[src/rtl/serial_word_deser_pkg.sv]
// serial_word_deser_pkg: shared types and defaults for the serial word deserializer.
// The optional parity feature is selected with the DESER_PARITY_EN macro.
package serial_word_deser_pkg;

  localparam int DEFAULT_WIDTH = 8;

  typedef enum logic [1:0] {
    IDLE  = 2'd0,
    SHIFT = 2'd1,
    PAR   = 2'd2,
    HOLD  = 2'd3
  } state_t;

endpackage

[src/rtl/serial_word_deser_if.sv]
// serial_word_deser_if: serial bit stream in, word valid/ready handshake out.
// The master side is the stream source and word consumer; the slave side is the deserializer.
interface serial_word_deser_if
  import serial_word_deser_pkg::*;
#(
  parameter int WIDTH = DEFAULT_WIDTH
);

  logic             bit_en;
  logic             start;
  logic             din;
  logic             ovf_in;
  logic [WIDTH-1:0] word;
  logic             word_ovf;
  logic             word_perr;
  logic             word_valid;
  logic             word_ready;
  logic             frame_err;
  logic             overrun;

  modport master (
    output bit_en, start, din, ovf_in, word_ready,
    input  word, word_ovf, word_perr, word_valid, frame_err, overrun
  );

  modport slave (
    input  bit_en, start, din, ovf_in, word_ready,
    output word, word_ovf, word_perr, word_valid, frame_err, overrun
  );

endinterface

[src/rtl/serial_word_deser_shift_reg.sv]
// deser_shift_reg: WIDTH-bit indexed-load word register with overflow and parity accumulators.
// load starts a new frame at bit 0, wr stores a data bit at idx, acc folds in a parity-only bit.
module deser_shift_reg
  import serial_word_deser_pkg::*;
#(
  parameter int WIDTH = DEFAULT_WIDTH,
  parameter int CW    = $clog2(WIDTH + 1)
) (
  input  logic             clock,
  input  logic             reset,
  input  logic             load,
  input  logic             wr,
  input  logic             acc,
  input  logic             din,
  input  logic             ovf_in,
  input  logic [CW-1:0]    idx,
  output logic [WIDTH-1:0] data,
  output logic             ovf,
  output logic             par
);

  // Word assembly: clear-and-load on frame start, indexed store per data bit, accumulate flags.
  always_ff @(posedge clock or negedge reset) begin
    // NOTE: the data register is reset because it drives the word output directly, which must read 0 out of reset.
    if (!reset) begin
      data <= '0;
      ovf  <= 1'b0;
      par  <= 1'b0;
    end else if (load) begin
      data <= WIDTH'(din);
      ovf  <= ovf_in;
      par  <= din;
    end else if (wr) begin
      for (int i = 0; i < WIDTH; i++) begin
        if (idx == CW'(i)) data[i] <= din;
      end
      ovf <= ovf | ovf_in;
      par <= par ^ din;
    end else if (acc) begin
      ovf <= ovf | ovf_in;
      par <= par ^ din;
    end
  end

endmodule

[src/rtl/serial_word_deser.sv]
// serial_word_deser: LSB-first serial-to-word deserializer with valid/ready output,
// framing-error pulse and sticky overrun flag. Define DESER_PARITY_EN to add an even
// parity bit per frame (state PAR) and drive word_perr; otherwise word_perr is 0.
module serial_word_deser
  import serial_word_deser_pkg::*;
#(
  parameter int WIDTH = DEFAULT_WIDTH
) (
  input logic              clock,
  input logic              reset,
  serial_word_deser_if.slave bus
);

  localparam int CW = $clog2(WIDTH + 1);
  localparam logic [CW-1:0] LAST = CW'(WIDTH - 1);
`ifdef DESER_PARITY_EN
  localparam bit PAR_EN = 1'b1;
`else
  localparam bit PAR_EN = 1'b0;
`endif

  state_t        state;
  logic [CW-1:0] count;
  logic          valid_q;
  logic          frame_err_q;
  logic          overrun_q;

  logic             qual_start;
  logic             qual_data;
  logic             load;
  logic             wr;
  logic             acc;
  logic [WIDTH-1:0] sr_data;
  logic             sr_ovf;
  logic             sr_par;

  // Shift-register controls decoded from the current state and qualified inputs.
  always_comb begin
    // NOTE: every always_comb output gets a default first so no path can infer a latch.
    qual_start = bus.bit_en && bus.start;
    qual_data  = bus.bit_en && !bus.start;
    load       = qual_start && ((state != HOLD) || bus.word_ready);
    wr         = qual_data && (state == SHIFT);
    acc        = PAR_EN && qual_data && (state == PAR);
  end

  deser_shift_reg #(
    .WIDTH (WIDTH),
    .CW    (CW)
  ) u_shift_reg (
    .clock  (clock),
    .reset  (reset),
    .load   (load),
    .wr     (wr),
    .acc    (acc),
    .din    (bus.din),
    .ovf_in (bus.ovf_in),
    .idx    (count),
    .data   (sr_data),
    .ovf    (sr_ovf),
    .par    (sr_par)
  );

  // Frame FSM with registered handshake and error outputs.
  always_ff @(posedge clock or negedge reset) begin
    if (!reset) begin
      state       <= IDLE;
      count       <= '0;
      valid_q     <= 1'b0;
      frame_err_q <= 1'b0;
      overrun_q   <= 1'b0;
    end else begin
      // NOTE: non-blocking assignments only here; the default below is overridden later in the same block.
      frame_err_q <= 1'b0;
      unique case (state)
        IDLE: begin
          if (qual_start) begin
            state <= SHIFT;
            count <= CW'(1);
          end
        end
        SHIFT, PAR: begin
          if (qual_start) begin
            // Restart: partial word is discarded, this bit is bit 0 of the new frame.
            frame_err_q <= 1'b1;
            state       <= SHIFT;
            count       <= CW'(1);
          end else if (qual_data) begin
            if (state == PAR) begin
              state   <= HOLD;
              valid_q <= 1'b1;
            end else begin
              count <= count + CW'(1);
              if (count == LAST) begin
                state   <= PAR_EN ? PAR : HOLD;
                valid_q <= !PAR_EN;
              end
            end
          end
        end
        HOLD: begin
          if (bus.word_ready) begin
            valid_q <= 1'b0;
            if (qual_start) begin
              state <= SHIFT;
              count <= CW'(1);
            end else begin
              state <= IDLE;
              count <= '0;
            end
          end else if (qual_start) begin
            overrun_q   <= 1'b1;
            frame_err_q <= 1'b1;
          end
        end
        default: state <= IDLE;
      endcase
    end
  end

  assign bus.word       = sr_data;
  assign bus.word_ovf   = sr_ovf;
  assign bus.word_perr  = PAR_EN && sr_par;
  assign bus.word_valid = valid_q;
  assign bus.frame_err  = frame_err_q;
  assign bus.overrun    = overrun_q;

endmodule

[src/flat_wrapper.sv]
// flat-port wrapper written by rule: the top's interface ports become plain ports
module serial_word_deser_flat import serial_word_deser_pkg::*;
#(
  parameter int WIDTH = DEFAULT_WIDTH
)
  (clock, reset, bus_bit_en, bus_start, bus_din, bus_ovf_in, bus_word_ready, bus_word, bus_word_ovf, bus_word_perr, bus_word_valid, bus_frame_err, bus_overrun);
  serial_word_deser_if #(.WIDTH(WIDTH)) bus_i ();
  input logic clock;
  input logic reset;
  input wire logic [$bits(bus_i.bit_en)-1:0] bus_bit_en;
  input wire logic [$bits(bus_i.start)-1:0] bus_start;
  input wire logic [$bits(bus_i.din)-1:0] bus_din;
  input wire logic [$bits(bus_i.ovf_in)-1:0] bus_ovf_in;
  input wire logic [$bits(bus_i.word_ready)-1:0] bus_word_ready;
  output wire logic [$bits(bus_i.word)-1:0] bus_word;
  output wire logic [$bits(bus_i.word_ovf)-1:0] bus_word_ovf;
  output wire logic [$bits(bus_i.word_perr)-1:0] bus_word_perr;
  output wire logic [$bits(bus_i.word_valid)-1:0] bus_word_valid;
  output wire logic [$bits(bus_i.frame_err)-1:0] bus_frame_err;
  output wire logic [$bits(bus_i.overrun)-1:0] bus_overrun;
  assign bus_i.bit_en = bus_bit_en;
  assign bus_i.start = bus_start;
  assign bus_i.din = bus_din;
  assign bus_i.ovf_in = bus_ovf_in;
  assign bus_i.word_ready = bus_word_ready;
  assign bus_word = bus_i.word;
  assign bus_word_ovf = bus_i.word_ovf;
  assign bus_word_perr = bus_i.word_perr;
  assign bus_word_valid = bus_i.word_valid;
  assign bus_frame_err = bus_i.frame_err;
  assign bus_overrun = bus_i.overrun;
  serial_word_deser #(.WIDTH(WIDTH)) u_core (.clock(clock), .reset(reset), .bus(bus_i));
endmodule
[config.mk]
export PLATFORM = sky130hd
export DESIGN_NAME = serial_word_deser_flat
export DESIGN_NICKNAME = d
export VERILOG_FILES = /design/src/rtl/serial_word_deser_pkg.sv /design/src/rtl/serial_word_deser_if.sv /design/src/rtl/serial_word_deser_shift_reg.sv /design/src/rtl/serial_word_deser.sv /design/src/flat_wrapper.sv
export SDC_FILE = /design/constraint.sdc
export NUM_CORES = 1
export LEC_CHECK = 0
export CAP_MARGIN = 20
export CELL_PAD_IN_SITES_DETAIL_PLACEMENT = 1
export CELL_PAD_IN_SITES_GLOBAL_PLACEMENT = 1
export CORE_UTILIZATION = 42
export DETAILED_ROUTE_END_ITERATION = 8
export DONT_BUFFER_PORTS = 1
export GPL_ROUTABILITY_DRIVEN = 0
export PLACE_DENSITY_LB_ADDON = 0.1
export SETUP_SLACK_MARGIN = 0.4
export SKIP_LAST_GASP = 1
export SLEW_MARGIN = 20
export SYNTH_ARGS = -nofsm -noshare
export SYNTH_HDL_FRONTEND = slang
export SYNTH_SLANG_ARGS = --single-unit
[constraint.sdc]
create_clock -name clock -period 1.7 [get_ports clock]
set_input_delay 0.17 -clock clock [delete_from_list [all_inputs] [get_ports clock]]
set_output_delay 0.17 -clock clock [all_outputs]
set_load 0.02 [all_outputs]
==> results_dict.tcl <==
set metrics [dict create \
    grt_pass1_wl_mm 4.45 \
    period_needed_ps 1730 \
    clkPwrFrac_pct 12.3 \
    syn_nets 122 \
    powerDensity_nw_per_um2 1630 \
    drt-initial-drc-count 7 \
    fp.dieH_microns 52.1 \
    antenna_found_initial 0 \
    design_area_sq_um 1390 \
    path_max_fanout 4 \
    drc 0 \
    dpl-instance-area_sq_um 1240 \
    switching_share_pct 41.3 \
    fin_util_pct 60.4 \
    max_cap_viol_count 0 \
    period_share_pct 102 \
    grt_max_degree 19 \
    comb_power_share_pct 56.2 \
    diodes 0 \
    start_util_pct 45.9 \
    worstPathCellList "inv_2, ha_4, nor2b_4, nor3_2, a21boi_2, mux2_4" \
    crit_family "flip-flops" \
    dr.pass1.iters 4 \
    area_growth_pct 31.7 \
    cp_slowest_cell "dfrtp_1" \
    drv_slew 0 \
    synth.largest_area_cell "dfrtp_1" \
    tightestPinTransition_ps 873 \
    cp_num_buf_inv 1 \
    grt-ovfl-total 0 \
    core_area_sq_um 2300 \
    fin_skew_ps 4.89 \
    cts.sinks 18 \
    peakVddDrop_uv 1090 \
    maxSlewHeadroom_pct 41.6 \
    setup_viol 3 \
    row_count 17 \
    yosysSeqAreaShare_pct 42.8 \
    fmax_mhz 579 \
    clock_latency_ps 290 \
    vias 857 \
    wirelength_mm 2.65 \
    worstPathRequired_ps 1890 \
    ys_ff_latch 18 \
    place_inst 142 \
    cp-start-kind "register" \
    mostFrequentLayoutCells "dfrtp_1, buf_4, nor2_1, mux2i_1, nand3_2" \
    worstSetupPathType "reg -> reg" \
    p_int_mw 1.33 \
    worst_slack_ps -26.1 \
    end_kind "register" \
    via_per_inst 5.60 \
    final_common_cell "dfrtp_1" \
    cpPeakStageDelay_ps 440 \
    dieArea_sq_um 2710 \
    io_buffers 0 \
    synth_top_area_share_pct 42.8 \
    avgSynthCellArea_sq_um 10.0 \
    track_usage_pct 23.1 \
    tritoncts "done" \
    ys_warn_count 0 \
    hold_slack_ps 29.8 \
    drive_gt1_share_pct 40.8 \
    rsz0062_at_grt "true" \
    grt_pass1_vias 911 \
    setup-tns-final_ps -48.6 \
    status "finished, violations left" \
    hold_class "in -> reg" \
    switchingPower_uw 933 \
    numCtsBuffers 3 \
    violations "setup timing" \
    finalHoldViolCount 0 \
    hpwl_mm 1.90 \
    seqPwrFrac_pct 31.5 \
    syn_inst 105 \
    cp.arrival_ps 1920 \
    cts.clk_slew.worst_paths_ps 120 \
    fillers 261 \
    syn_area_sq_um 1050 \
    ctsLongestPathBuffers 2 \
    layout.nets 143 \
    wire_per_inst_microns 17.3 \
    ctsRootBufferMaster "clkbuf_4" \
    htreeDepth 1 \
    pin_count 20 \
    synth.distinct_cells 30 \
    chipWidth_microns 52.1 \
    ant_nets 0 \
    synth.area.top_cells "dfrtp_1, ha_1, mux2i_1" \
    leakagePower_nw 0.673 \
    finalNonFillerCells 153 \
]
-- registers in the layout, summed over array words and instances, names as in the netlist --
name,cells
u_core.u_shift_reg.data,8
u_core.bus.overrun,1
u_core.bus.word_valid,1
u_core.count,4
u_core.u_shift_reg.ovf,1
u_core.state,2
u_core.bus.frame_err,1
-- synth_stat cells --
| cell type | instances |
|---|---|
| ha_1 | 10 |
| conb_1 | 1 |
| o2111ai_1 | 1 |
| nand2b_1 | 2 |
| a21bo_2 | 1 |
| a311oi_1 | 1 |
| o31ai_2 | 1 |
| nor2_1 | 12 |
| clkbuf_1 | 1 |
| a31oi_1 | 1 |
| o21ai_1 | 5 |
| mux2i_1 | 9 |
| o21bai_1 | 1 |
| nor2b_1 | 3 |
| nand2b_4 | 1 |
| dfrtp_1 | 18 |
| nor3b_1 | 1 |
| o21ai_0 | 4 |
| buf_4 | 1 |
| a21boi_1 | 2 |
| nand3_1 | 9 |
| inv_1 | 6 |
| nand2_2 | 1 |
| nor3_1 | 3 |
| a22oi_1 | 1 |
| a2111o_1 | 1 |
| and3b_1 | 1 |
| nand3b_1 | 1 |
| nand2_1 | 4 |
| mux2_2 | 2 |
-- repair_timing --
| action | in CTS | in global routing |
|---|---|---|
| buffers inserted | 4 | 0 |
| pin swaps | 6 | 3 |
| endpoints found under the setup margin | 16 | 17 |
| hold endpoints to repair | 19 | 1 |
| resized for setup | 11 | 5 |
| hold buffers | 2 | 1 |
-- routing by layer --
layer  up-vias  part of all wire, %  track usage (%)
li1        404                    -                -
met5         -                    0                0
met3         2                  2.7             3.80
met1       436                   45             29.7
met2        15                   51             39.7
met4         0                 0.64             5.41
-- worst reg2reg max path, delay by kind of cell, from the launching register on --
| family | cells | cell delay, ps |
|---|---|---|
| mux | 1 | 320 |
| flops | 1 | 440 |
| fa+ha+maj | 1 | 260 |
| simple gates | 2 | 280 |
| compound gates | 1 | 230 |
| buf+inv | 1 | 80 |
-- final timing paths --
kind                                  from                    endpoint  slack [ps]  cells past startpoint
min                                bus_din  u_core.u_shift_reg.data[2]          30                      2
min reg2reg                u_core.count[3]             u_core.count[3]         550                      1
max                        u_core.state[1]             u_core.state[1]         -30                      6
max in group asynchronous            reset             u_core.count[0]         690                      1
max reg2reg                u_core.state[1]             u_core.state[1]         -30                      6
min in group asynchronous            reset             u_core.count[2]         420                      1
-- power by group through the flow --
| stage | logic, mW | clock network (mW) | registers, mW |
|---|---|---|---|
| after global routing | 1.40 | 0.310 | 0.726 |
| after CTS | 1.23 | 0.277 | 0.709 |
| after global placement | 1.06 | 0 | 0.711 |
| after detailed placement | 1.10 | 0 | 0.716 |
| after floorplan | 0.758 | 0 | 0.695 |
| final | 1.27 | 0.277 | 0.713 |
-- cell families after synthesis --
| kind of cell | count (synthesis) | synth area share (%) |
|---|---|---|
| mux | 11 | 10.7 |
| simple gates | 38 | 18.5 |
| other cells | 1 | 0.356 |
| flops | 18 | 42.8 |
| fa+ha+maj | 10 | 11.9 |
| buf+inv | 8 | 3.21 |
| compound gates | 19 | 12.6 |
-- cell type report --
class / count / area (sq um) / share of cell area, %
clock buffers: 4 / 36.3 / 2.61
repair buffers: 18 / 154 / 11.1
multi-input cells: 79 / 688 / 49.6
well taps: 28 / 35.0 / 2.52
flip-flops and latches: 18 / 452 / 32.6
inverters: 6 / 22.5 / 1.62
-- metrics by stage --
step | total power [mW] | setup slack, ps
after global routing | 2.43 | -103
after floorplan | 1.45 | 32.1
after global placement | 1.77 | 24.9
after CTS | 2.21 | 0.635
final | 2.26 | -26.1
after detailed placement | 1.81 | -49.7
No activity file was read; power rests on OpenSTA's default activity.
